==> src/rtl/board_writer.sv <==
`timescale 1ns/1ps
// board_writer
// Write controller for the board RAM. Clears the whole board after reset or on
// request, places ships as runs of cells (data 1), and sets single cells to a
// given code. Commands arrive over a valid/ready handshake and are turned into
// one-cell-per-cycle writes on the memory write port.
//
// Ports:
//   clk, rst_n        clock, asynchronous active-low reset
//   clear             full-board clear request (honoured in IDLE only)
//   cmd_valid/ready   command handshake (cmd_ready decoded from state and clear)
//   cmd_op            0 = place ship, 1 = set single cell
//   cmd_x, cmd_y      start column / row
//   cmd_len, cmd_vert ship length and orientation (place only)
//   cmd_data          cell code (set only)
//   busy              high whenever not IDLE
//   done, error       one-cycle completion / rejection pulses
//   write_addr/data/enable  registered write port to board_mem, address {y, x}
module board_writer #(
  parameter int X_SIZE       = 16,
  parameter int Y_SIZE       = 16,
  parameter int X_ADDR_WIDTH = 4,
  parameter int Y_ADDR_WIDTH = 4,
  parameter int DATA_WIDTH   = 2,
  parameter int MAX_SHIP_LEN = 4
) (
  input  logic                               clk,
  input  logic                               rst_n,
  input  logic                               clear,
  input  logic                               cmd_valid,
  output logic                               cmd_ready,
  input  logic                               cmd_op,
  input  logic [X_ADDR_WIDTH-1:0]            cmd_x,
  input  logic [Y_ADDR_WIDTH-1:0]            cmd_y,
  input  logic [2:0]                         cmd_len,
  input  logic                               cmd_vert,
  input  logic [DATA_WIDTH-1:0]              cmd_data,
  output logic                               busy,
  output logic                               done,
  output logic                               error,
  output logic [X_ADDR_WIDTH+Y_ADDR_WIDTH-1:0] write_addr,
  output logic [DATA_WIDTH-1:0]              write_data,
  output logic                               write_enable
);

  localparam int AW = X_ADDR_WIDTH + Y_ADDR_WIDTH;
  localparam int CW = AW + 1;

  localparam logic [CW-1:0]             CELLS    = CW'(X_SIZE * Y_SIZE);
  localparam logic [2:0]                MAX_LEN  = 3'(MAX_SHIP_LEN);
  localparam logic [X_ADDR_WIDTH:0]     X_LIM    = (X_ADDR_WIDTH+1)'(X_SIZE);
  localparam logic [Y_ADDR_WIDTH:0]     Y_LIM    = (Y_ADDR_WIDTH+1)'(Y_SIZE);
  localparam logic [AW-1:0]             ROW_STEP = AW'(X_SIZE);
  localparam logic [AW-1:0]             COL_STEP = AW'(1);
  localparam logic [DATA_WIDTH-1:0]     SHIP     = DATA_WIDTH'(1);

  typedef enum logic [1:0] {ST_CLEAR, ST_IDLE, ST_PLACE, ST_SET} state_t;

  state_t            state_q, state_d;
  logic [CW-1:0]     cnt_q, cnt_d;     // cells already issued in the current run
  logic [2:0]        len_q, len_d;
  logic              vert_q, vert_d;
  logic              busy_q, busy_d;
  logic              done_q, done_d;
  logic              error_q, error_d;
  logic              we_q, we_d;
  logic [AW-1:0]     addr_q, addr_d;
  logic [DATA_WIDTH-1:0] data_q, data_d;

  // Bounds are formed one bit wider than the coordinates so x+len cannot wrap.
  function automatic logic place_ok(input logic [X_ADDR_WIDTH-1:0] x,
                                    input logic [Y_ADDR_WIDTH-1:0] y,
                                    input logic [2:0] len,
                                    input logic vert);
    logic [X_ADDR_WIDTH:0] x_end;
    logic [Y_ADDR_WIDTH:0] y_end;
    x_end = {1'b0, x} + (X_ADDR_WIDTH+1)'(len);
    y_end = {1'b0, y} + (Y_ADDR_WIDTH+1)'(len);
    place_ok = (len != 3'd0) && (len <= MAX_LEN) &&
               (vert ? (y_end <= Y_LIM) : (x_end <= X_LIM));
  endfunction

  always_comb begin
    state_d   = state_q;
    cnt_d     = cnt_q;
    len_d     = len_q;
    vert_d    = vert_q;
    we_d      = 1'b0;
    addr_d    = addr_q;
    data_d    = data_q;
    done_d    = 1'b0;
    error_d   = 1'b0;
    cmd_ready = 1'b0;

    case (state_q)
      ST_CLEAR: begin
        if (cnt_q != CELLS) begin
          we_d   = 1'b1;
          addr_d = cnt_q[AW-1:0];
          data_d = '0;
          cnt_d  = cnt_q + CW'(1);
        end else begin
          state_d = ST_IDLE;
          done_d  = 1'b1;
        end
      end

      ST_IDLE: begin
        cmd_ready = !clear;
        if (clear) begin
          // First cell is issued on the same edge so the clear takes exactly
          // X_SIZE*Y_SIZE write cycles, as after reset.
          state_d = ST_CLEAR;
          we_d    = 1'b1;
          addr_d  = '0;
          data_d  = '0;
          cnt_d   = CW'(1);
        end else if (cmd_valid) begin
          if (cmd_op) begin
            state_d = ST_SET;
            we_d    = 1'b1;
            addr_d  = {cmd_y, cmd_x};
            data_d  = cmd_data;
          end else if (place_ok(cmd_x, cmd_y, cmd_len, cmd_vert)) begin
            state_d = ST_PLACE;
            we_d    = 1'b1;
            addr_d  = {cmd_y, cmd_x};
            data_d  = SHIP;
            len_d   = cmd_len;
            vert_d  = cmd_vert;
            cnt_d   = CW'(1);
          end else begin
            error_d = 1'b1;
          end
        end
      end

      ST_PLACE: begin
        if (cnt_q != CW'(len_q)) begin
          we_d   = 1'b1;
          addr_d = addr_q + (vert_q ? ROW_STEP : COL_STEP);
          cnt_d  = cnt_q + CW'(1);
        end else begin
          state_d = ST_IDLE;
          done_d  = 1'b1;
        end
      end

      ST_SET: begin
        state_d = ST_IDLE;
        done_d  = 1'b1;
      end

      default: state_d = ST_CLEAR;
    endcase

    busy_d = (state_d != ST_IDLE);
  end

  always_ff @(posedge clk or negedge rst_n) begin
    if (!rst_n) begin
      state_q <= ST_CLEAR;
      cnt_q   <= '0;
      len_q   <= '0;
      vert_q  <= 1'b0;
      busy_q  <= 1'b1;
      done_q  <= 1'b0;
      error_q <= 1'b0;
      we_q    <= 1'b0;
      addr_q  <= '0;
      data_q  <= '0;
    end else begin
      state_q <= state_d;
      cnt_q   <= cnt_d;
      len_q   <= len_d;
      vert_q  <= vert_d;
      busy_q  <= busy_d;
      done_q  <= done_d;
      error_q <= error_d;
      we_q    <= we_d;
      addr_q  <= addr_d;
      data_q  <= data_d;
    end
  end

  assign busy         = busy_q;
  assign done         = done_q;
  assign error        = error_q;
  assign write_enable = we_q;
  assign write_addr   = addr_q;
  assign write_data   = data_q;

endmodule

==> config.mk <==
export PLATFORM = sky130hd
export DESIGN_NAME = board_writer
export DESIGN_NICKNAME = d
export VERILOG_FILES = /design/src/rtl/board_writer.sv
export SDC_FILE = /design/constraint.sdc
export NUM_CORES = 1
export LEC_CHECK = 0
export BUFFER_PORTS_ARGS = -buffer_cell sky130_fd_sc_hd__buf_4
export CAP_MARGIN = 15
export CORE_AREA = 3 3 68 70
export CTS_BUF_LIST = sky130_fd_sc_hd__clkbuf_4 sky130_fd_sc_hd__clkbuf_8
export DETAILED_ROUTE_END_ITERATION = 12
export DIE_AREA = 0 0 71 73
export PLACE_DENSITY = 0.76
export REMOVE_ABC_BUFFERS = 1
export SYNTH_ARGS = -nofsm -noshare
export SYNTH_HDL_FRONTEND = slang
export SYNTH_SLANG_ARGS = --single-unit
==> constraint.sdc <==
create_clock -name clk -period 2.45 [get_ports clk]
set_input_delay 0.1225 -clock clk [delete_from_list [all_inputs] [get_ports clk]]
set_output_delay 0.1225 -clock clk [all_outputs]
set_load 0.05 [all_outputs]
# ---- Word level (Yosys, flattened, before mapping)
# Index checks and enable logic that the tools add are counted.
dict set report totals {
  register_bits 29
  elab_cells 87
  input_bits 19
  output_inout_bits 15
}
dict set report classes {
  bitwise_logic 2
  mux 45
  n_reduce_logical 11
  n_eq_ne 12
  order_cmp 3
  addsub 4
}
# op n
set op_table {}
lappend op_table {{2-to-1 mux 9 bit} 6}
lappend op_table {{2-to-1 mux 8 bit} 6}
lappend op_table {{one-hot mux 9 bit (3 select lines)} 1}
lappend op_table {{one-hot mux 8 bit (3 select lines)} 1}
lappend op_table {{2-to-1 mux 2 bit} 11}
lappend op_table {{2-to-1 mux 1 bit} 15}
lappend op_table {{adder 4 x 3 -> 5 bit} 2}
lappend op_table {{less-or-equal comparator 5 bit (second input constant)} 2}
lappend op_table {{AND reduction 5 bit} 2}
lappend op_table {{adder 9 x 1 -> 9 bit (second input constant)} 1}
lappend op_table {{!= test 3 bit (second input constant)} 3}
lappend op_table {{!= test 9 x 3 -> 1 bit} 1}
lappend op_table {{!= test 9 bit (second input constant)} 1}
lappend op_table {{adder 8 x 5 -> 8 bit} 1}
lappend op_table {{one-hot mux 2 bit (4 select lines)} 1}
lappend op_table {{one-hot mux 1 bit (3 select lines)} 2}
lappend op_table {{AND reduction 6 bit} 1}
lappend op_table {{nonzero test 3 bit} 2}
lappend op_table {{2-to-1 mux 5 bit} 1}
lappend op_table {{equality test 2 bit (second input constant)} 2}
lappend op_table {{!= test 2 bit (second input constant)} 2}
lappend op_table {{!= test 4 bit (second input constant)} 1}
lappend op_table {{one-hot mux 2 bit (2 select lines)} 1}
lappend op_table {{AND reduction 4 bit} 1}
lappend op_table {{8 further kinds} 10}

# ---- Longest topological paths before layout
# Gate-level depths: netlist (run 1).
dict set report depth {
  ltp_word 10
  ltp_mapped 9
  ltp_nobuf 9
}

# ---- Worst setup path after synthesis (run 1)
# Ideal clock, no wire load.
dict set report synth_timing {
  kind {in2reg}
  from {input port cmd_x[0]}
  to {register len_q[0]}
  required_ps 2325
  path_stages 9
  setup_time_ps 125
  path_slack_ps 107
  arrival_time_ps 2219
  path_buffers 0
  path_cell_list {ha_1 inv_1 fa_1 and4bb_2 a2111oi_4 and2_1 nor2_1 nand4_1 mux2_2}
}
dict set report synth_between {
  elab_chain_len 5
}
# item line_no
set synth_rtl {}
lappend synth_rtl {{start: declaration} 33} ;# input logic [X_ADDR_WIDTH-1:0] cmd_x,
lappend synth_rtl {{adder 4 x 3 -> 5 bit} 77} ;# x_end = {1'b0, x} + (X_ADDR_WIDTH+1)'(len);
lappend synth_rtl {{less-or-equal comparator 5 bit} 80} ;# (vert ? (y_end <= Y_LIM) : (x_end <= X_LIM));
lappend synth_rtl {{2-to-1 mux 1 bit} 80}
lappend synth_rtl {{logical AND 1 bit} 79} ;# place_ok = (len != 3'd0) && (len <= MAX_LEN) &&
lappend synth_rtl {{AND reduction 5 bit (no source line)} -}
lappend synth_rtl {{end signal: assignment} 175} ;# len_q <= len_d;
lappend synth_rtl {{end: declaration} 61} ;# logic [2:0] len_q, len_d;
# Every way passes these cells.
# A chain may end at the register's enable or synchronous reset.

# ---- Worst setup path in the final report (run 1)
dict set report layout_timing {
  from {input port cmd_x[0]}
  to {register len_q[2]}
}
# The elaborated chain is that of the path after synthesis.

==> results.tsv, run 1 <==
metric	value	unit
status	finished, final reports clean	
die_area	5180	µm²
yosysWarningCount	0	
syn_area	2220	µm²
setup_ws	0.0926	ns
synth_top_flop_cell	dfrtp_1	
final_nets	324	
clock-sinks	29	
synth-edff-count	0	
cp_max_fo	4	
r2r_cells	7	
cp_data_required_time	2.61	ns
cts_root_buf	clkbuf_8	
hold_path_class	in -> reg	
core_area	4030	µm²
fillers	342	
ir_drop	0.932	mV
die_w	71	µm
place_area	2610	µm²
fin_worst_skew	0.00689	ns
area_growth	22.9	%
p_per_area	1140	nW/µm²
grt_pass1_vias	2027	
worstMarginPinSlew	0.580	ns
antenna_left	0	
num_rows	23	
dr.first_iter.drc_count	118	
min_from	cmd_data[1]	
multi_input_area	1370	µm²
reg2reg_to	write_addr[1]	
drc	0	
cts_tree	yes	
numPortBuffers	33	
fin_crit	2.36	ns
fin_area	2740	µm²
path_class	in -> reg	
grt_first_pass_wirelength	9420	µm
hold_end	write_data[1]	
critPathLaunch	cmd_x[0]	
clkTransAtPathRegs	0.06	ns
synthCells	242	
antenna_found_initial	0	
gp_congestion	0.875	
p_leak	0.00128	µW
async_flop_share	1.00	
numCtsBuffers	5	
r2r_start	cnt_q[0]	
preCtsSetupSlack	-0.190	ns
ys_ff_latch	29	
start_util	0.552	
wl_per_cell	16.4	µm
die_height	73	µm
grt_usage	0.230	
startpoint_type	input port	
clkLatencyLatePin	0.29	ns
drt_wl_total	5550	µm
crit_arrival	2.52	ns
slew_headroom	0.613	
avgSynthCellArea	9.19	µm²
antennaDiodeCount	0	
cts.htree.levels	2	
timing.final.crit_share	0.962	
setup_viol	0	
clock_path_buffers	2	
vias	2011	
hold_viol	0	
synth_cell_type_count	58	
drive_above_1_share	0.291	
drt-pass1-iter-count	4	
p_total	3110	µW
fmax	424	MHz
ff_latch_area	727	µm²
viasPerCell	5.93	
hold_depth	3	
num_io_pins	34	
r2r_slack	0.28	ns
overflow	0	
maxCapViolCount	0	
ys_seq_area_frac	0.327	
rsz0062_at_grt	true	
slew_violations	0	
end_kind	flip-flop	
dp_hpwl	4310	µm
grt_max_degree	30	
tns	0	ns
[logic make-up (layout without fill, tap and decap cells)]
kind of cell               after synthesis  count (layout)  synth area share
adders and majority gates               17              17             0.102
muxes                                    9               9            0.0540
AOI/OAI and AO/OA                       69              69             0.236
buffers and inverters                   32              79            0.0557
xor gates and xnor gates                 9               9            0.0354
DFF                                     29              29             0.327
and+or+nand+nor                         77              77             0.190
[state kept, by name, summed over array words and instances (netlist names)]
register / flops
cnt_q: 9
state_q: 2
vert_q: 1
done: 1
write_addr: 8
error: 1
write_enable: 1
write_data: 2
len_q: 3
busy: 1
[power breakdown]
| group | internal [µW] | total (µW) | switching (µW) |
|---|---|---|---|
| Clock | 313 | 508 | 195 |
| Combinational | 729 | 1800 | 1080 |
| Sequential | 643 | 794 | 150 |
[placed cells by master (no fill, tap or decap), types with 3 or more instances in the layout]
cell,count
o31ai_1,4
nor3_1,9
mux2_4,5
a21oi_1,19
a22oi_1,6
nand4_1,5
dfrtp_1,28
nand2_1,16
clkbuf_8,5
a31oi_1,3
nand2b_1,3
inv_1,19
nand3_1,12
ha_1,15
xor2_1,3
buf_4,50
o2bb2ai_1,3
xnor2_1,6
o21ai_0,11
mux2_2,4
nor2_1,13
a21o_1,3
[how the worst max path moves through the flow]
stage,slack [ns],endpoint,depth (start not counted)
6_report,0.09,len_q[2],10
5_1_grt,-0.01,cnt_q[1],10
4_1_cts,0.09,len_q[2],10
3_5_place_dp,-0.19,len_q[2],10
3_3_place_gp,-0.08,len_q[2],10
2_1_floorplan,0.05,len_q[0],6
[routing by layer]
metal / part of all wire / vias up / GRT usage
met2: 0.49 / 65 / 0.396
met1: 0.44 / 965 / 0.291
met3: 0.054 / 8 / 0.0523
met5: 0 / - / 0
met4: 0.015 / 0 / 0.0605
li1: - / 973 / -
[Yosys cell counts, types with 2 or more instances]
library cell  number  area share
dfrtp_1           28        0.31
a21oi_1           19       0.043
inv_1             19       0.032
nand2_1           16       0.027
ha_1              15       0.084
nor2_1            13       0.022
nand3_1           12       0.027
o21ai_0           11       0.025
nor3_1             9       0.020
clkbuf_1           8       0.013
a22oi_1            6       0.020
xnor2_1            6       0.024
mux2_4             5       0.034
nand4_1            5       0.014
mux2_2             4       0.020
o31ai_1            4       0.013
a21o_1             3       0.010
a31oi_1            3      0.0084
buf_2              3      0.0067
nand2b_1           3      0.0084
o2bb2ai_1          3       0.012
xor2_1             3       0.012
a311oi_1           2      0.0079
and3_1             2      0.0056
fa_1               2       0.018
nor2b_1            2      0.0056
nor4b_1            2      0.0079
o31a_2             2      0.0090
or2_2              2      0.0056
or3_1              2      0.0056
[cell type report]
class,count,share of cell area
flip-flops and latches,29,0.266
clock inverters,2,0.0128
inverters,20,0.0274
repair buffers,51,0.141
clock buffers,6,0.0279
multi-input cells,181,0.502
well taps,50,0.0229
[worst max-delay path: stages]
cell and delay [ns]:
buf_4 0.12, ha_1 0.20, inv_1 0.07, fa_1 0.42
and4bb_2 0.27, a2111oi_4 0.46, and2_1 0.24, nor2_1 0.08
nand4_1 0.18, mux2_2 0.37
[repair_timing]
item | in CTS | in global routing
hold buffers | 1 | 0
endpoints found under the hold margin | 28 | 0
setup endpoints to repair | 0 | 1
gates resized for setup | 0 | 0
buffers inserted | 0 | 0
[through the flow]
stage,utilization,cells,hold WS [ns]
after floorplan,-,230,-0.173
after CTS,0.679,339,0.0996
after global placement,0.649,330,0.0638
after global routing,0.679,339,0.124
after detailed placement,0.649,330,0.0681
final,0.679,339,0.102
Power figures use the tool's default switching activity.
==> inputs of run 2 (changes only) <==
CELL_PAD_IN_SITES_DETAIL_PLACEMENT = 1   (was unset)
CELL_PAD_IN_SITES_GLOBAL_PLACEMENT = 1   (was unset)
CORE_AREA = 3 3 73 75   (was 3 3 68 70)
DIE_AREA = 0 0 76 78   (was 0 0 71 73)
PLACE_DENSITY = unset   (was 0.76)
PLACE_DENSITY_LB_ADDON = 0.1   (was unset)
clock period = 3 ns   (was 2.45 ns; I/O delays follow)
==> run 2 against run 1 <==
Against the previous run: non-clock buffer count is 15 lower; cell count rose by 0.59%; die area is 14% higher; clock skew rose by 0.0021 ns; global-route usage down 0.88 points; power decreased by 21%; core utilization shrank 12 points; critical path depth unchanged; worst setup slack improved by 0.51 ns; via count shrank 2.2%; design area down 3.8%; critical endpoint is now vert_q; largest power group unchanged.
==> results.tsv, run 2 (same netlist as run 1, synthesis figures left out) <==
metric	value	unit	change
status	finished, final reports clean		
cts_root_buf	clkbuf_8		
hold_path_class	in -> reg		
num_io_pins	34		unchanged
fillers	562		+64%
power_frac_seq	0.276		+0.020
slew_headroom	0.611		-0.00197
p_comb_frac	0.578		-0.003
numCtsBuffers	5		unchanged
ir_drop	0.529	mV	-43%
die_area	5930	µm²	+14%
dr.first_iter.drc_count	115		-2.5%
clkLatencyLatePin	0.29	ns	about the same
path_class	in -> reg		
numPortBuffers	33		unchanged
p_switching	1170	µW	-18%
antenna_left	0		unchanged
timing.final.crit_share	0.801		
area_growth	18.2	%	
maxCapViolCount	0		unchanged
vias	1966		-2.2%
regMostFlops	cnt_q		
grt_first_pass_wirelength	10300	µm	+9.1%
wl_per_cell	18.1	µm	+11%
cts_tree	yes		
fin_hold_ws	0.139	ns	+0.0370 ns
dp_hpwl	4660	µm	+8.2%
drt_wl_total	6170	µm	+11%
cp_data_required_time	3.17	ns	+0.56 ns
final_cell_mix	35 x buf_4, 28 x dfrtp_1, 19 x inv_1, 19 x a21oi_1, 16 x nand2_1		
p_leak	0.00120	µW	-6.3%
clock_path_buffers	2		unchanged
clkTransAtPathRegs	0.06	ns	about the same
die_w	76	µm	+7.0%
preCtsSetupSlack	0.318	ns	+0.508 ns
largest_register_ffs	9		unchanged
fmax	416	MHz	
slew_violations	0		unchanged
cp_max_fo	4		unchanged
p_int	1290	µW	-23%
worstMarginPinSlew	0.583	ns	+0.00295 ns
hold_viol	0		unchanged
antenna_found_initial	0		unchanged
rsz0062_at_grt	false		
post_cts_buffers	0		unchanged
drc	0		unchanged
setup_ws	0.598	ns	+0.506 ns
num_rows	25		+8.7%
start_util	0.471		-0.0812
tns	0	ns	unchanged
drt-pass1-iter-count	4		unchanged
cp_slowest_stage_delay	0.44	ns	-0.02 ns
drive_above_1_share	0.252		-0.0388
end_kind	flip-flop		
fin_worst_skew	0.00898	ns	+0.00209 ns
grt_usage	0.221		-0.00884
crit_arrival	2.57	ns	+0.05 ns
antennaDiodeCount	0		unchanged
core_area	4720	µm²	+17%
gp_congestion	0.798		-8.8%
clock-sinks	29		unchanged
cp_cell_sequence	buf_4 > ha_1 > inv_1 > fa_1 > and4bb_2 > a2111oi_4 > and2_1 > nor2_1 > nand4_1 > mux2_2		
fin_crit	2.40	ns	
grt_pass1_vias	1999		-1.4%
slowest_stage	a2111oi_4		
overflow	0		unchanged
p_clk_frac	0.146		-0.018
viasPerCell	5.77		-2.8%
ctsHoldBuffers	1		unchanged
multi_input_area	1370	µm²	unchanged
final_nets	309		-4.6%
post_cts_resized	0		unchanged
startpoint_type	input port		
ff_latch_area	727	µm²	unchanged
final_common_cell	buf_4		
grt_max_degree	30		unchanged
cts.htree.levels	2		unchanged
die_height	78	µm	+6.8%
p_per_area	934	nW/µm²	-18%
swShare	0.474		+0.0168
setup_viol	0		unchanged
run 2: changes by cell type in the layout (fill, tap and decap cells not counted), sizes merged:
cell	previous run	this run
bufinv	1	0
buf	50	35
clkbuf	6	8
clkinv	2	1
run 2: cell type report:
class | instances | area share
Clock buffer | 8 | 0.0371
Multi-Input combinational cell | 181 | 0.522
Inverter | 20 | 0.0285
Tap cell | 67 | 0.0319
Sequential cell | 29 | 0.276
Timing Repair Buffer | 36 | 0.104
run 2: power groups by stage:
stage	Clock, µW	Combinational, µW	Sequential, µW
detailed placement	0	1420	684
CTS	368	1430	678
finish	358	1420	679
floorplan	0	824	867
global route	390	1560	700
global placement	0	1400	679
run 2: final timing paths:
kind,start,to,slack (ns),cells after the start
worst max register to register,state_q[0],write_addr[3],0.69,6
worst min-delay path,cmd_len[0],len_q[0],0.14,2
min in group asynchronous,rst_n,cnt_q[1],0.33,2
worst min register to register,write_data[0],write_data[0],0.54,2
max in group asynchronous,rst_n,busy,2.34,2
worst max-delay path,cmd_len[0],vert_q,0.60,10
run 2: stage by stage:
step                      instances  total power, µW   util  area (µm²)
final                           341             2460  0.557        2630
after global routing            341             2650  0.557        2630
after CTS                       341             2480  0.557        2630
after detailed placement        332             2100  0.534        2520
after global placement          332             2080  0.534        2520
after floorplan                 230             1690      -        2180
run 2: critical path, delay by kind of cell:
| family | cells | cell delay [ns] |
|---|---|---|
| adder cells (fa/ha/maj) | 2 | 0.61 |
| AO/OA/AOI/OAI | 1 | 0.44 |
| buffers and inverters | 2 | 0.20 |
| multiplexers | 1 | 0.37 |
| AND/OR/NAND/NOR | 4 | 0.81 |
run 2: per-layer routing:
| metal | routed length [µm] | vias up | GRT usage |
|---|---|---|---|
| met4 | 73 | 0 | 0.0652 |
| met5 | 0 | - | 0 |
| met2 | 3140 | 29 | 0.380 |
| li1 | - | 941 | - |
| met3 | 185 | 8 | 0.0418 |
| met1 | 2780 | 988 | 0.283 |
